===== config.mk =====
export PLATFORM = sky130hd
export DESIGN_NAME = tblink_rpc_invoke_deframer
export DESIGN_NICKNAME = d
export VERILOG_FILES = /design/src/rtl/tblink_rpc_invoke_deframer.sv
export SDC_FILE = /design/constraint.sdc
export NUM_CORES = 1
export LEC_CHECK = 0
export CAP_MARGIN = 30
export CORE_UTILIZATION = 42
export DETAILED_ROUTE_END_ITERATION = 6
export PLACE_DENSITY = 0.72
export SLEW_MARGIN = 25
export SYNTH_ARGS = -nofsm -noshare
export SYNTH_HDL_FRONTEND = slang
export SYNTH_SLANG_ARGS = --single-unit

===== constraint.sdc =====
create_clock -name clock -period 2.6 [get_ports clock]
set_input_delay 0.39 -clock clock [delete_from_list [all_inputs] [get_ports clock]]
set_output_delay 0.39 -clock clock [all_outputs]
set_load 0.005 [all_outputs]

===== src/rtl/tblink_rpc_invoke_deframer.sv =====
// tblink_rpc_invoke_deframer
//   Reassembles TBLink RPC invocation frames (header + parameter words) from a
//   32-bit request stream, presents one invocation at a time to the target BFM,
//   and returns a two-word response frame for blocking calls or malformed frames.
// Ports:
//   clock, reset            : rising-edge clock, synchronous active-high reset
//   req_dat/valid/ready     : request word stream (in)
//   inv_*                   : invocation presented to the BFM (valid/ready)
//   done_valid/ready/retval : completion of a blocking invocation
//   rsp_dat/valid/ready     : response word stream (out)
//   err_count               : saturating count of malformed (oversized) frames
module tblink_rpc_invoke_deframer #(
  parameter int unsigned MAX_PARAMS = 4,
  parameter int unsigned DATA_WIDTH = 32
) (
  input  logic                             clock,
  input  logic                             reset,
  input  logic [31:0]                      req_dat,
  input  logic                             req_valid,
  output logic                             req_ready,
  output logic                             inv_valid,
  input  logic                             inv_ready,
  output logic [7:0]                       inv_method,
  output logic [7:0]                       inv_call_id,
  output logic [3:0]                       inv_nparams,
  output logic                             inv_blocking,
  output logic [MAX_PARAMS*DATA_WIDTH-1:0] inv_params,
  input  logic                             done_valid,
  output logic                             done_ready,
  input  logic [31:0]                      done_retval,
  output logic [31:0]                      rsp_dat,
  output logic                             rsp_valid,
  input  logic                             rsp_ready,
  output logic [15:0]                      err_count
);

  localparam int unsigned PW = MAX_PARAMS * DATA_WIDTH;

  typedef enum logic [2:0] {
    S_HDR, S_PARAMS, S_DISCARD, S_DISPATCH, S_WAIT_DONE, S_RSP_HDR, S_RSP_VAL
  } state_e;

  state_e        state_q, state_d;
  logic          req_ready_q, inv_valid_q, done_ready_q, rsp_valid_q;
  logic [7:0]    method_q, call_id_q;
  logic [3:0]    nparams_q, idx_q, remain_q;
  logic          blocking_q;
  logic [PW-1:0] params_q;
  logic [31:0]   retval_q, rsp_dat_q;
  logic [15:0]   err_count_q;

  // Header bits [31:21] carry nothing this stage uses.
  logic unused_hdr_bits;
  assign unused_hdr_bits = ^req_dat[31:21];

  // Next-state decode; handshakes qualified by the registered ready/valid flags.
  always_comb begin
    state_d = state_q;
    case (state_q)
      S_HDR: begin
        if (req_valid && req_ready_q) begin
          if (req_dat[19:16] > 4'(MAX_PARAMS)) state_d = S_DISCARD;
          else if (req_dat[19:16] == 4'd0)     state_d = S_DISPATCH;
          else                                 state_d = S_PARAMS;
        end
      end
      S_PARAMS:    if (req_valid && req_ready_q && (idx_q == nparams_q - 4'd1)) state_d = S_DISPATCH;
      S_DISCARD:   if (req_valid && req_ready_q && (remain_q <= 4'd1)) state_d = S_RSP_HDR;
      S_DISPATCH:  if (inv_ready) state_d = blocking_q ? S_WAIT_DONE : S_HDR;
      S_WAIT_DONE: if (done_valid) state_d = S_RSP_HDR;
      S_RSP_HDR:   if (rsp_ready) state_d = S_RSP_VAL;
      S_RSP_VAL:   if (rsp_ready) state_d = S_HDR;
      default:     state_d = S_HDR;
    endcase
  end

  // State, handshake flags and datapath registers.
  always_ff @(posedge clock) begin
    if (reset) begin
      state_q      <= S_HDR;
      req_ready_q  <= 1'b1;
      inv_valid_q  <= 1'b0;
      done_ready_q <= 1'b0;
      rsp_valid_q  <= 1'b0;
      method_q     <= '0;
      call_id_q    <= '0;
      nparams_q    <= '0;
      blocking_q   <= 1'b0;
      params_q     <= '0;
      idx_q        <= '0;
      remain_q     <= '0;
      retval_q     <= '0;
      rsp_dat_q    <= '0;
      err_count_q  <= '0;
    end else begin
      state_q      <= state_d;
      req_ready_q  <= (state_d == S_HDR) || (state_d == S_PARAMS) || (state_d == S_DISCARD);
      inv_valid_q  <= (state_d == S_DISPATCH);
      done_ready_q <= (state_d == S_WAIT_DONE);
      rsp_valid_q  <= (state_d == S_RSP_HDR) || (state_d == S_RSP_VAL);

      case (state_q)
        S_HDR: begin
          if (req_valid && req_ready_q) begin
            method_q   <= req_dat[7:0];
            call_id_q  <= req_dat[15:8];
            nparams_q  <= req_dat[19:16];
            blocking_q <= req_dat[20];
            params_q   <= '0;
            idx_q      <= '0;
            remain_q   <= req_dat[19:16];
          end
        end
        S_PARAMS: begin
          if (req_valid && req_ready_q) begin
            for (int unsigned i = 0; i < MAX_PARAMS; i++) begin
              if (idx_q == 4'(i)) params_q[DATA_WIDTH*i +: DATA_WIDTH] <= req_dat;
            end
            idx_q <= idx_q + 4'd1;
          end
        end
        S_DISCARD: begin
          if (req_valid && req_ready_q) begin
            remain_q <= remain_q - 4'd1;
            // Last dropped word: stage the error response and bump the counter.
            if (remain_q <= 4'd1) begin
              rsp_dat_q <= {23'b0, 1'b1, call_id_q};
              retval_q  <= '0;
              if (err_count_q != 16'hFFFF) err_count_q <= err_count_q + 16'd1;
            end
          end
        end
        S_WAIT_DONE: begin
          if (done_valid) begin
            retval_q  <= done_retval;
            rsp_dat_q <= {23'b0, 1'b0, call_id_q};
          end
        end
        S_RSP_HDR: if (rsp_ready) rsp_dat_q <= retval_q;
        default: ;
      endcase
    end
  end

  assign req_ready    = req_ready_q;
  assign inv_valid    = inv_valid_q;
  assign done_ready   = done_ready_q;
  assign rsp_valid    = rsp_valid_q;
  assign inv_method   = method_q;
  assign inv_call_id  = call_id_q;
  assign inv_nparams  = nparams_q;
  assign inv_blocking = blocking_q;
  assign inv_params   = params_q;
  assign rsp_dat      = rsp_dat_q;
  assign err_count    = err_count_q;

endmodule


# Word level (Yosys, flattened, before mapping)
# Cells that the tools add are included.
dict set report word_totals {
  register_bits 244
  in_bits 70
  out_inout_bits 201
  word_cells 108
}
dict set report op_classes {
  add_sub_neg 4
  order_cmp 2
  n_eq_ne 27
  n_mux 33
  n_reduce_logical 24
}
# cell count
set ops {}
lappend ops {{2-to-1 mux 32 bit} 11}
lappend ops {{2-to-1 mux 128 bit} 2}
lappend ops {{case mux 128 bit (2 select lines)} 1}
lappend ops {{case mux 32 bit (3 select lines)} 1}
lappend ops {{case mux 32 bit (2 select lines)} 1}
lappend ops {{2-to-1 mux 3 bit} 8}
lappend ops {{AND reduction 4 bit} 6}
lappend ops {{case mux 3 bit (7 select lines)} 1}
lappend ops {{inequality test 2 bit (second input constant)} 10}
lappend ops {{== test 3 bit (second input constant)} 6}
lappend ops {{adder 16 x 1 -> 16 bit (second input constant)} 1}
lappend ops {{2-to-1 mux 4 bit} 4}
lappend ops {{inequality test 16 bit (second input constant)} 1}
lappend ops {{case mux 4 bit (2 select lines)} 2}
lappend ops {{== test 3 x 2 -> 1 bit (second input constant)} 4}
lappend ops {{== test 4 x 2 -> 1 bit (second input constant)} 2}
lappend ops {{zero test 4 bit} 2}
lappend ops {{subtractor 4 x 1 -> 4 bit (second input constant)} 2}
lappend ops {{== test 3 x 1 -> 1 bit (second input constant)} 2}
lappend ops {{zero test 3 bit} 2}
lappend ops {{AND reduction 3 bit} 2}
lappend ops {{nonzero test 2 bit} 3}
lappend ops {{AND reduction 5 bit} 1}
lappend ops {{adder 4 x 1 -> 4 bit (second input constant)} 1}
lappend ops {{other kinds (9)} 14}

# Longest topological paths before layout
dict set report logic_depth {
  depth_word 8
  depth_mapped 9
  mapped_depth_nobuf 7
}

# Least setup slack after synthesis
# Ideal clock, no wire load.
dict set report synth_path {
  path_type {reg-to-reg}
  startpoint {register state_q[0]}
  endpoint {register err_count_q[12], in the netlist err_count[12]}
  setup_time_ps 128
  arrival_time_ps 2073
  required_ps 2472
  setup_slack_ps 399
  path_stages_with_launch 9
  n_path_buf 3
  period_less_slack_ps 2201
  cell_sequence {dfxtp_1 buf_6 or3b_4 or4_4 buf_6 buf_6 nor4_1 xnor2_1 nor2_1}
}
dict set report synth_between {
  elab_chain_cells 2
}
# element line
set synth_lines {}
lappend synth_lines {{start, declared} 43} ;# state_e state_q, state_d;
lappend synth_lines {{start signal, assigned} 96} ;# state_q <= state_d;
lappend synth_lines {{== test 3 x 2 -> 1 bit} 102} ;# case (state_q)
lappend synth_lines {{AND reduction 4 bit (no line)} n/a}
lappend synth_lines {{end signal, assigned} 129} ;# if (err_count_q != 16'hFFFF) err_count_q <= err_count_q + 16'd1;
lappend synth_lines {{end, declared} 50} ;# logic [15:0] err_count_q;
# Every way passes these cells.
# A chain may end at the register's enable or synchronous reset.

# Worst setup path in the final report
dict set report layout_path {
  startpoint {register state_q[0]}
  endpoint {register params_q[35], in the netlist inv_params[35]}
}
dict set report layout_between {
  elab_chain_cells 3
  elab_cells_between_ends 8
  classes_between {eq/ne (4); mux (1); reduce/logical (3)}
}
# element line
set layout_lines {}
lappend layout_lines {{== test 3 x 1 -> 1 bit / zero test 3 bit (equally long branches)} 102}
lappend layout_lines {{inequality test 2 bit (no line) / nonzero test 2 bit (equally long branches)} n/a}
lappend layout_lines {{AND reduction 4 bit (no line)} n/a}
lappend layout_lines {{end signal, assigned by index} 117} ;# if (idx_q == 4'(i)) params_q[DATA_WIDTH*i +: DATA_WIDTH] <= req_dat;
lappend layout_lines {{end, declared} 48} ;# logic [PW-1:0] params_q;
# Several ways; a longest one is shown, not always the timed one.

==> parameters.txt <==
Parameter                              Value

Clock network
  Clock Latency Late Sink    0.52 ns
  Resize count post-CTS    0
  Number of buffers created by CTS    26
  Number of levels the H-tree was split into    1
  Clk root buf    sky130_fd_sc_hd__clkbuf_16
  Hold-fix buffers, CTS    0
  Clock tree from TritonCTS    built
  Num Clock Sinks    roughly 240
  Clock slew seen by the registers of the worst setup and hold paths    0.06 ns
  Post-CTS Setup Bufs    0
  Number of buffers on the longest clock path    3

Final layout
  Commonest non-fill, non-tap cells in the layout    sky130_fd_sc_hd__clkdlybuf4s50_1 (269), sky130_fd_sc_hd__dfxtp_1 (244), sky130_fd_sc_hd__nand2_1 (213), sky130_fd_sc_hd__a21oi_1 (186), sky130_fd_sc_hd__nand3_1 (162)
  Filler Cells Inserted    1935
  Finished Layout Cells    1671
  Final antenna diode count    0
  Number of nets in the final layout    1449
  Leading cell type in the layout, fill and taps excluded    sky130_fd_sc_hd__clkdlybuf4s50_1
  Combined area of the multi-input logic cells    4030 um2
  Fraction of layout instances using a drive strength above 1    under 10%
  Finished Core Util    60.7%
  Register area    ~4900 um2
  Area Overhead vs Synth    41.6%

Synthesis
  Post-Synthesis Cell Area    9360 um2
  Count of cell types in the netlist    47
  Async set or reset register ratio after synthesis    0%
  Synthesized-area fraction occupied by ao, oa, aoi and oai cells    15.1%
  Number of enable flip-flop cells after synthesis    0
  Adder-cell share of the synthesized area    under 10%
  Cell type contributing the most total cell area after synthesis    sky130_fd_sc_hd__dfxtp_1
  Mean post-synth cell area    ~8.2 um2
  Net Count, Synth    1220
  Largest cells by area after synthesis    sky130_fd_sc_hd__dfxtp_1 (52%), sky130_fd_sc_hd__a21oi_1 (9.9%), sky130_fd_sc_hd__nand3_1 (8.7%)
  Number of instances in the synthesized netlist    1142
  Area fraction in and, or, nand and nor cells after synthesis    a little under a quarter
  Post-synthesis mux area share    under 10%
  Area share of the largest cell type after synthesis    52.2%
  FF+latch count, synth    244
  Number of warning messages in the yosys log    0
  Dominant combinational cell family by area after synthesis    simple AND/OR/NAND/NOR gates
  Post-Synth XOR/XNOR Area    2.06%
  Flip-flop cell with the highest count after synthesis    sky130_fd_sc_hd__dfxtp_1
  Portion of the post-synthesis area used by sequential elements    around 52%

Timing
  Unrepaired setup endpoints after global routing    no
  Count of endpoints failing setup in the final report    0
  Final critical-path setup slack    0.387 ns
  Maximum clock frequency    452 MHz
  Final period util    85.1%
  Max-slew headroom at the worst pin    49.8%
  Max-slew violations    0
  Transition time at the pin with the least slew margin    approximately 0.75 ns
  Final Hold Fails    0
  Sum of negative setup slack    0 ns
  Minimum period implied by the final worst setup slack    2.21 ns
  Max Clock Skew    0.0122 ns

Setup path
  Worst Reg-to-Reg Cells    7
  Category of the worst setup path capture point    flip-flop
  Class of the most critical setup path    flip-flop to flip-flop
  Largest fanout on the critical path    29
  Data required time at the worst endpoint    2.98 ns
  Reg2Reg Launch Point    state_q[0]$_SDFF_PP0_
  End of the worst register-to-register path    inv_params[35]$_SDFFE_PP0P_
  Startpoint of the most critical setup path    state_q[0]$_SDFF_PP0_
  Type of origin of the critical path    flip-flop
  Capture point of the critical path    inv_params[35]$_SDFFE_PP0P_
  Register-to-register setup slack    between 0.3 and 0.4 ns
  Arrival time of data at the critical path endpoint    about 2.6 ns

Route
  Detailed router's first-iteration violation count    375
  First-pass DRT Iterations    4
  DR WL/cell    17.5 um
  Via count normalized by instance count    5.37
  Final antenna-violating net count    0
  DRC viols    0
  Final Routed Wirelength    29200 um
  Via total after detailed routing    8971

Power
  Leakage power of the design    4.39 nW
  Worst IR Drop VDD    0.446 mV
  Power consumption    slightly above 0.009 W
  Power per cell area    697 nW/um2

Floorplan
  Vert. Die Dim    151 um
  Initial standard-cell utilization of the core    42.9%
  I/O Pins    271
  Chip Width    151 um
  Cell row count    54
  Floorplan core area    21800 um2
  Die Outline Area    about 23000 um2

Global route
  Global-route total usage across every layer    between 20% and 30%
  Antenna violations before repair    0
  Total gr overflow    0
  Number of global-route vias before repair    8341
  Global-route wire length before repair    around 45000 um
  Largest net degree at the start of global routing    148

Place
  Detailed Place HPWL    ~19000 um
  Placed cell count    1623
  Port Buffer Count    270
  Worst slack, placed    0.134 ns
  RePlAce Congestion    0.809

Status
  Outcome    finished, final reports clean

Min path
  Worst hold-check path type    primary input to flip-flop

Job
  Total of max-cap violations    0
[cell usage after synthesis, drive strengths merged (5+ instances only)]
library cell / n
inv: 11
nor3: 11
nand2: 214
nand4: 5
dfxtp: 244
nand3: 162
clkbuf: 90
a211oi: 14
a22oi: 32
and3: 7
nor2: 72
xnor2: 18
nor4: 5
a21oi: 186
buf: 12
mux2i: 9
ha: 8
[area by class of cell]
type                       count  share of cell area, %
inverter                      11                  0.312
multi-input combinational    785                   30.4
timing repair buffer         303                   23.2
clock buffer                  37                   5.68
sequential                   244                   36.9
clock inverter                11                  0.850
tap                          280                   2.64
[how the worst min path moves through the flow]
stage,cells after the start,from,end
after floorplan,2,retval_q[10]$_SDFFE_PP0P_,rsp_dat[10]$_SDFFE_PP0P_
after global placement,2,rsp_dat[9]$_SDFFE_PP0P_,rsp_dat[9]$_SDFFE_PP0P_
after detailed placement,2,rsp_dat[9]$_SDFFE_PP0P_,rsp_dat[9]$_SDFFE_PP0P_
after CTS,2,reset,state_q[0]$_SDFF_PP0_
after global routing,2,reset,state_q[0]$_SDFF_PP0_
final,2,reset,state_q[0]$_SDFF_PP0_
[critical path, stage by stage (launching register included)]
cell                      delay [ns]
sky130_fd_sc_hd__dfxtp_1        0.33
sky130_fd_sc_hd__buf_4          0.22
sky130_fd_sc_hd__inv_1          0.12
sky130_fd_sc_hd__nor3_1         0.55
sky130_fd_sc_hd__nand3_1        0.36
sky130_fd_sc_hd__buf_12         0.27
sky130_fd_sc_hd__nand3_1        0.11
sky130_fd_sc_hd__a21oi_1        0.09
[through the flow]
stage          hold slack [ns]  area [um2]
6_report                 0.305       13300
5_1_grt                  0.312       13300
4_1_cts                  0.286       13300
3_5_place_dp             0.445       12400
3_3_place_gp             0.438       12400
2_1_floorplan            0.448        9360
[metal layers]
layer / global-route usage [%] / up-vias / routed length, um
met5: 0 / - / 0
met4: 6.05 / 0 / 500
met3: 8.67 / 38 / 3080
met2: 39.8 / 322 / 13500
met1: 31.3 / 4243 / 12100
li1: - / 4368 / -
[where the power goes]
group          switching [W]  leakage (nW)  internal, W
Combinational       0.000896          2.00     0.000612
Clock                0.00152         0.421      0.00222
Sequential          0.000101          1.97      0.00389
Total                0.00252          4.39      0.00671
[registers in the layout, indices dropped and copies added (netlist names), 3 cells and up]
signal and cells:
inv_params 128, inv_call_id 8, inv_nparams 4, remain_q 4, idx_q 4, err_count 16
rsp_dat 32, retval_q 32, inv_method 8, state_q 3
[logic make-up after synthesis]
family / count (synthesis)
AND/OR/NAND/NOR: 496
flip-flops: 244
AO/OA/AOI/OAI: 249
multiplexers: 10
buffers and inverters: 113
adder cells (fa/ha/maj): 8
XOR/XNOR: 22
Power figures use the tool's default switching activity.
